$ cat config.mk
export PLATFORM = sky130hd
export DESIGN_NAME = video_axis_timing_counter_flat
export DESIGN_NICKNAME = d
export VERILOG_FILES = /design/src/rtl/video_axis_timing_counter_pkg.sv /design/src/rtl/video_axis_timing_counter_if.sv /design/src/rtl/video_axis_timing_counter.sv /design/src/flat_wrapper.sv
export SDC_FILE = /design/constraint.sdc
export NUM_CORES = 1
export LEC_CHECK = 0
export CELL_PAD_IN_SITES_DETAIL_PLACEMENT = 1
export CELL_PAD_IN_SITES_GLOBAL_PLACEMENT = 2
export CORE_MARGIN = 5
export CORE_UTILIZATION = 31
export DETAILED_ROUTE_END_ITERATION = 16
export HOLD_SLACK_MARGIN = 0.05
export PLACE_DENSITY = 0.91
export SYNTH_ARGS = -nofsm -noshare
export SYNTH_HDL_FRONTEND = slang
export SYNTH_SLANG_ARGS = --single-unit
$ cat constraint.sdc
create_clock -name CLK_IN -period 2.77 [get_ports CLK_IN]
set_input_delay 0.4155 -clock CLK_IN [delete_from_list [all_inputs] [get_ports CLK_IN]]
set_output_delay 0.4155 -clock CLK_IN [all_outputs]
set_load 0.005 [all_outputs]
$ cat src/rtl/video_axis_timing_counter_pkg.sv
// rtl/video_axis_timing_counter_pkg.sv - shared phase enum, mode constants and period helper
// Contents:
//   phase_e       : ACT -> FP -> SYN -> BP counting phases of one axis
//   SVGA_* / VGA_*: per-axis active/front-porch/sync/back-porch lengths
//   timing_total  : period length of one axis
package video_timing_pkg;

  typedef enum logic [1:0] {
    ACT = 2'd0,
    FP  = 2'd1,
    SYN = 2'd2,
    BP  = 2'd3
  } phase_e;

  // SVGA 800x600@60
  localparam int SVGA_H_ACTIVE = 800;
  localparam int SVGA_H_FP     = 40;
  localparam int SVGA_H_SYNC   = 128;
  localparam int SVGA_H_BP     = 88;
  localparam int SVGA_V_ACTIVE = 600;
  localparam int SVGA_V_FP     = 1;
  localparam int SVGA_V_SYNC   = 4;
  localparam int SVGA_V_BP     = 23;

  // VGA 640x480@60
  localparam int VGA_H_ACTIVE = 640;
  localparam int VGA_H_FP     = 16;
  localparam int VGA_H_SYNC   = 96;
  localparam int VGA_H_BP     = 48;
  localparam int VGA_V_ACTIVE = 480;
  localparam int VGA_V_FP     = 10;
  localparam int VGA_V_SYNC   = 2;
  localparam int VGA_V_BP     = 33;

  function automatic int timing_total(input int active, input int fp,
                                      input int sync_len, input int bp);
    return active + fp + sync_len + bp;
  endfunction

endpackage

$ cat src/rtl/video_axis_timing_counter_if.sv
// rtl/video_axis_timing_counter_if.sv - timing bundle of one counted axis
// Signals:
//   CE               : count enable into the counter
//   Q                : current position
//   ACTIVE_LOW_BLANK : 0 outside the active region
//   SYNC_OUT         : sync pulse, polarity chosen by the counter
//   DISPLAY_EN       : 1 inside the active region
//   TERMINAL         : 1 at the last position of the period
//   CARRY_OUT        : TERMINAL & CE, feeds the next axis' CE
// Modports: master = the counter, slave = the consumer / cascaded logic.
interface video_axis_timing_counter_if #(
  parameter int WIDTH = 11
);
  logic             CE;
  logic [WIDTH-1:0] Q;
  logic             ACTIVE_LOW_BLANK;
  logic             SYNC_OUT;
  logic             DISPLAY_EN;
  logic             TERMINAL;
  logic             CARRY_OUT;

  modport master (
    input  CE,
    output Q, ACTIVE_LOW_BLANK, SYNC_OUT, DISPLAY_EN, TERMINAL, CARRY_OUT
  );

  modport slave (
    output CE,
    input  Q, ACTIVE_LOW_BLANK, SYNC_OUT, DISPLAY_EN, TERMINAL, CARRY_OUT
  );
endinterface

$ cat src/rtl/video_axis_timing_counter.sv
// rtl/video_axis_timing_counter.sv - single-axis video timing counter
// Ports:
//   CLK_IN           : clock, rising edge
//   ACTIVE_LOW_RESET : synchronous active-low reset
//   tmg (master)     : CE in; Q, ACTIVE_LOW_BLANK, SYNC_OUT, DISPLAY_EN,
//                      TERMINAL, CARRY_OUT out
module video_axis_timing_counter
  import video_timing_pkg::*;
#(
  parameter int ACTIVE           = 800,
  parameter int FRONT_PORCH      = 40,
  parameter int SYNC_LEN         = 128,
  parameter int BACK_PORCH       = 88,
  parameter bit SYNC_ACTIVE_HIGH = 1'b0,
  parameter int WIDTH            = 11
) (
  input  logic                        CLK_IN,
  input  logic                        ACTIVE_LOW_RESET,
  video_axis_timing_counter_if.master tmg
);

  localparam int TOTAL = timing_total(ACTIVE, FRONT_PORCH, SYNC_LEN, BACK_PORCH);

  // Last position of each phase; the phase moves on the CE edge leaving it.
  localparam logic [WIDTH-1:0] LAST_ACT = WIDTH'(ACTIVE - 1);
  localparam logic [WIDTH-1:0] LAST_FP  = WIDTH'(ACTIVE + FRONT_PORCH - 1);
  localparam logic [WIDTH-1:0] LAST_SYN = WIDTH'(ACTIVE + FRONT_PORCH + SYNC_LEN - 1);
  localparam logic [WIDTH-1:0] LAST_Q   = WIDTH'(TOTAL - 1);

  generate
    if ((ACTIVE < 1) || (FRONT_PORCH < 1) || (SYNC_LEN < 1) || (BACK_PORCH < 1) ||
        ((TOTAL - 1) >= 2 ** WIDTH)) begin : g_bad_params
      $error("video_axis_timing_counter: illegal phase lengths or WIDTH too small");
    end
  endgenerate

  logic [WIDTH-1:0] q_q, q_d;
  phase_e           phase_q, phase_d;
  logic             act_q, act_d;     // drives both blank (active-low) and display enable
  logic             sync_q, sync_d;
  logic             term_q, term_d;

  always_ff @(posedge CLK_IN) begin
    if (!ACTIVE_LOW_RESET) begin
      q_q     <= '0;
      phase_q <= ACT;
      act_q   <= 1'b1;
      sync_q  <= ~SYNC_ACTIVE_HIGH;
      term_q  <= 1'b0;
    end else begin
      q_q     <= q_d;
      phase_q <= phase_d;
      act_q   <= act_d;
      sync_q  <= sync_d;
      term_q  <= term_d;
    end
  end

  always_comb begin
    q_d     = q_q;
    phase_d = phase_q;
    act_d   = act_q;
    sync_d  = sync_q;
    term_d  = term_q;
    if (tmg.CE) begin
      // Wrap on the period constant, not on counter overflow.
      q_d = (q_q == LAST_Q) ? '0 : q_q + WIDTH'(1);
      case (phase_q)
        ACT:     if (q_q == LAST_ACT) phase_d = FP;
        FP:      if (q_q == LAST_FP)  phase_d = SYN;
        SYN:     if (q_q == LAST_SYN) phase_d = BP;
        BP:      if (q_q == LAST_Q)   phase_d = ACT;
        default: phase_d = ACT;
      endcase
      // Decoding from next state keeps the flags aligned with Q.
      act_d  = (phase_d == ACT);
      sync_d = (phase_d == SYN) ? SYNC_ACTIVE_HIGH : ~SYNC_ACTIVE_HIGH;
      term_d = (q_d == LAST_Q);
    end
  end

  assign tmg.Q                = q_q;
  assign tmg.ACTIVE_LOW_BLANK = act_q;
  assign tmg.DISPLAY_EN       = act_q;
  assign tmg.SYNC_OUT         = sync_q;
  assign tmg.TERMINAL         = term_q;
  assign tmg.CARRY_OUT        = term_q & tmg.CE;

endmodule

$ cat src/flat_wrapper.sv
// flat-port wrapper written by rule: the top's interface ports become plain ports
module video_axis_timing_counter_flat import video_timing_pkg::*;
#(
  parameter int ACTIVE           = 800,
  parameter int FRONT_PORCH      = 40,
  parameter int SYNC_LEN         = 128,
  parameter int BACK_PORCH       = 88,
  parameter bit SYNC_ACTIVE_HIGH = 1'b0,
  parameter int WIDTH            = 11
)
  (CLK_IN, ACTIVE_LOW_RESET, tmg_CE, tmg_Q, tmg_ACTIVE_LOW_BLANK, tmg_SYNC_OUT, tmg_DISPLAY_EN, tmg_TERMINAL, tmg_CARRY_OUT);
  video_axis_timing_counter_if #(.WIDTH(WIDTH)) tmg_i ();
  input  logic CLK_IN;
  input  logic ACTIVE_LOW_RESET;
  input wire logic [$bits(tmg_i.CE)-1:0] tmg_CE;
  output wire logic [$bits(tmg_i.Q)-1:0] tmg_Q;
  output wire logic [$bits(tmg_i.ACTIVE_LOW_BLANK)-1:0] tmg_ACTIVE_LOW_BLANK;
  output wire logic [$bits(tmg_i.SYNC_OUT)-1:0] tmg_SYNC_OUT;
  output wire logic [$bits(tmg_i.DISPLAY_EN)-1:0] tmg_DISPLAY_EN;
  output wire logic [$bits(tmg_i.TERMINAL)-1:0] tmg_TERMINAL;
  output wire logic [$bits(tmg_i.CARRY_OUT)-1:0] tmg_CARRY_OUT;
  assign tmg_i.CE = tmg_CE;
  assign tmg_Q = tmg_i.Q;
  assign tmg_ACTIVE_LOW_BLANK = tmg_i.ACTIVE_LOW_BLANK;
  assign tmg_SYNC_OUT = tmg_i.SYNC_OUT;
  assign tmg_DISPLAY_EN = tmg_i.DISPLAY_EN;
  assign tmg_TERMINAL = tmg_i.TERMINAL;
  assign tmg_CARRY_OUT = tmg_i.CARRY_OUT;
  video_axis_timing_counter #(.ACTIVE(ACTIVE), .FRONT_PORCH(FRONT_PORCH), .SYNC_LEN(SYNC_LEN), .BACK_PORCH(BACK_PORCH), .SYNC_ACTIVE_HIGH(SYNC_ACTIVE_HIGH), .WIDTH(WIDTH)) u_core (.CLK_IN(CLK_IN), .ACTIVE_LOW_RESET(ACTIVE_LOW_RESET), .tmg(tmg_i));
endmodule
---- After elaboration in Yosys (flattened, before gate mapping) ----
Cells that the tools add are included.
word-level totals
  flip-flop bits (word level) ............. 16
  output and inout port bits .............. 16
  logic and storage cells ................. 26
operators by class
  add/sub/neg operators ................... 1
  equality and inequality tests ........... 9
  mux-type cells .......................... 8
  bitwise gates (word level) .............. 1
  reduce and logical (&&, ||, !) cells .... 2
operator list
  operator                                                           number
  11-bit by 10-bit == test with 1-bit output, second input constant  3
  11-bit == test, second input constant                              2
  11-bit by 1-bit adder with 11-bit output, second input constant    1
  11-bit 2-to-1 mux                                                  1
  2-bit 2-to-1 mux                                                   5
  2-bit case mux with 4 select lines                                 1
  2-bit == test, second input constant                               3
  2-bit zero test                                                    2
  2-bit by 1-bit == test with 1-bit output, second input constant    1
  1-bit bitwise AND                                                  1
  1-bit 2-to-1 mux                                                   1

---- Longest topological paths before layout ----
  word-level depth ........................ 6
  depth in mapped cells ................... 8
  depth with buffers taken out ............ 6

---- Worst setup path after synthesis ----
No wires, ideal clock.
  kind .................................... reg-to-reg
  start ................................... reg u_core.q_q[0] (netlist: u_core.tmg.Q[0])
  end ..................................... reg u_core.q_q[5] (netlist: u_core.tmg.Q[5])
  library setup time ...................... 68 ps
  arrival ................................. 1711 ps
  required time ........................... 2702 ps
  slack ................................... 991 ps
  stages on the path, launching flop included .. 8
  path buffers ............................ 2
  clock period less this slack ............ 1779 ps
  cell sequence ........................... dfxtp_1 > ha_1 > and4_1 > buf_6 > and4b_1 > buf_6 > or3_1 > a21oi_2
between the ends
  longest elaborated chain between the ends .. 2
  elaborated cells on any way between the ends .. 3
  those cells by class .................... 1 x add/sub; 1 x eq/ne; 1 x mux
ends and longest elaborated chain
  element                                                                     RTL line                         text
  from (decl)                                                                 video_axis_timing_counter.sv:37  logic [WIDTH-1:0] q_q, q_d;
  from (signal assigned)                                                      video_axis_timing_counter.sv:51  q_q <= q_d;
  11-bit by 1-bit adder with 11-bit output or 11-bit == test (tied branches)  video_axis_timing_counter.sv:67  q_d = (q_q == LAST_Q) ? '0 : q_q + WIDTH'(1);
  11-bit 2-to-1 mux (*)                                                       video_axis_timing_counter.sv:67
Mark *: on every way between the ends. The rest lies on a longest branch, timed or not.
A chain may end at the register's enable or synchronous reset.

---- Worst setup path in the final report ----
  start ................................... in tmg_CE
  end ..................................... out tmg_CARRY_OUT
between the ends
  longest elaborated chain between the ends .. 1
ends and longest elaborated chain
  element            RTL line                         text
  from (decl)        flat_wrapper.sv:15               input wire logic [$bits(tmg_i.CE)-1:0] tmg_CE;
  1-bit bitwise AND  video_axis_timing_counter.sv:87  assign tmg.CARRY_OUT = term_q & tmg.CE;
  to (decl)          flat_wrapper.sv:21               output wire logic [$bits(tmg_i.CARRY_OUT)-1:0] tmg_CARRY_OUT;
Every way passes these cells.

==> out/qor.csv <==
metric,value,unit
HPWL after DPL,1830,um
synth unique cells,40,
Nets,145,
Worst IR Drop VDD,0.255,mV
H-tree depth,1,
fillers,417,
clk slew on worst S/H paths,0.10,ns
final hold violations,0,
# rows,21,
skew final,0.00314,ns
synth cell count leaders,"17 x nor2_1, 16 x dfxtp_1, 10 x nand3_1",
WL/cell,13.5,um
"EDFF count, synth",0,
Reg2Reg Setup Slack,0.73,ns
I/O pin total,19,
mapped cell area,0.00104,mm2
total CTS buffers,3,
worst path required time,2.35,ns
Final Instance Area,0.00122,mm2
cells after synthesis,131,
layout cells sized above 1,5.76,%
grt ovf,0,
synth warn,0,
Async SR Flop Fraction,0,%
FF-to-FF path depth,6,
Startpoint Class,primary input,
Resize count post-CTS,0,
TritonCTS clock tree,done,
Inst Count DP,181,
Detailed Route WL,2500,um
FMAX,457,MHz
run status,"finished, final reports clean",
Die Y,67.8,um
Starting Density,31.5,%
Tot GR Track Use,12.9,%
end of the worst register-to-register path,u_core.phase_q[0],
"Setup violations, final",0,
Worst Hold Endpoint,u_core.tmg.TERMINAL,
most used flip-flop cell after synthesis,dfxtp_1,
reg-to-reg startpoint,u_core.tmg.Q[0],
largest area contributor in the synthesized netlist,dfxtp_1,
starting DRC count in detailed routing,40,
pwr/cell area,362,mW/mm2
postcts setup bufs,0,
hold path depth,2,
pre-CTS WS,0.568,ns
syn nets,136,
#FFs+latches synth,16,
# hold bufs at CTS,0,
mean post-synth cell area,7.91,um2
die span in x,67.8,um
hold slack,0.501,ns
first-pass GRT wire length,4610,um
latest clock arrival within the worst-skew pair,0.29,ns
Final min period,2.19,ns
Post-DRT Antenna Nets,0,
Worst Setup SP,tmg_CE,
area delta synth->final,17.8,%
Via-to-Cell Ratio,4.95,
Final Cycle Share,78.9,%
MaxCap Viol Count,0,
final setup TNS,0,ns
vias in the first global route,946,
DP Area,0.00118,mm2
DIE AREA,0.00460,mm2
Yosys top cell area share,30.9,%
RSZ-0062 raised after global routing,no,
vias,915,
routability cong.,0.802,
Setup WS post-layout,0.583,ns
HP Start,u_core.tmg.TERMINAL,
Slew HR,68.6,%
crit path DAT,1.77,ns
HP Class,register to register,
1st-pass router iterations,4,
worst-path fanout max,11,
synth top area cells,"dfxtp_1 31%, xor2_1 6.8%, nor2_1 6.2%",
Finished Layout Cells,185,
DRC viols,0,
ant diodes,0,
initial antenna violation count,0,
largest net degree at the start of global routing,17,
Slew @ Worst Pin,0.470,ns
clock sink count,16,
CTS root buf,clkbuf_4,
area of the core,0.00328,mm2
IO buf count,18,
Crit. End Element,primary output,
clk buf depth,2,
Leak,0.421,nW
post-synthesis sequential area ratio,30.9,%
max-slew violation count,0,
most frequent cell after synthesis,nor2_1,
critical path class,primary input to primary output,
[cells in the final DEF (no fill, tap or decap), drive strengths merged, types with 2 or more instances in the layout]
master,instances
o21ai,6
clkdlybuf4s50,18
nor2,17
inv,3
and4,2
ha,2
nor3b,2
xnor2,2
clkbuf,4
a21oi,4
or3,2
nor3,5
dfxtp,16
nand4,4
xor2,8
a211oi,2
nand2,9
nand3,10
nor4bb,2
and2,2
mux2i,2
and3,2
o31ai,2
[through the flow]
step	util, %	total power [W]
after floorplan	-	0.000271
after global placement	36.0	0.000289
after detailed placement	36.0	0.000290
after CTS	37.1	0.000451
after global routing	37.1	0.000471
final	37.1	0.000442
[worst max-delay path by stage]
stage | endpoint | slack, ns | cells after the start
after detailed placement | tmg_CARRY_OUT | 0.57 | 3
final | tmg_CARRY_OUT | 0.58 | 3
after global routing | u_core.tmg.Q[3] | 0.45 | 6
after CTS | tmg_CARRY_OUT | 0.56 | 3
after floorplan | u_core.tmg.Q[5] | 0.99 | 7
after global placement | tmg_CARRY_OUT | 0.60 | 3
[flip-flops by register name, summed over array words and instances, names as in the netlist]
signal                       flops
u_core.tmg.SYNC_OUT              1
u_core.tmg.Q                    11
u_core.tmg.ACTIVE_LOW_BLANK      1
u_core.tmg.TERMINAL              1
u_core.phase_q                   2
[final cells by class]
type                       count  area, um2  share of cell area (%)
multi-input combinational     97        607                    49.7
clock buffer                   4       36.3                    2.97
inverter                       3       11.3                   0.923
tap                           46       57.6                    4.72
sequential                    16        320                    26.3
timing repair buffer          19        188                    15.4
[power breakdown]
group	internal [W]	switching (W)	total, W	leakage (nW)
logic	0.0000211	0.0000204	0.0000415	0.271
registers	0.000235	0.00000864	0.000243	0.130
clock network	0.0000800	0.0000775	0.000157	0.0210
[cells by family after synthesis]
logic type	Yosys count	share of synthesized area, %
and+or+nand+nor	65	34.8
buffers and inverters	18	10.5
adders and majority gates	2	2.42
muxes	2	1.93
AOI/OAI and AO/OA	18	11.0
xor gates and xnor gates	10	8.45
DFF	16	30.9
[worst max-delay path, stage by stage]
cell             delay [ns]
clkdlybuf4s50_1        0.68
and2_1                 0.18
clkdlybuf4s50_1        0.49
[per-layer routing]
layer / up-vias / wire [um] / GRT usage (%)
met5: - / 0 / 0
met4: 0 / 9 / 1.49
li1: 471 / - / -
met3: 2 / 111 / 3.78
met1: 427 / 1260 / 17.9
met2: 15 / 1120 / 20.5
(Power assumes the default switching activity.)
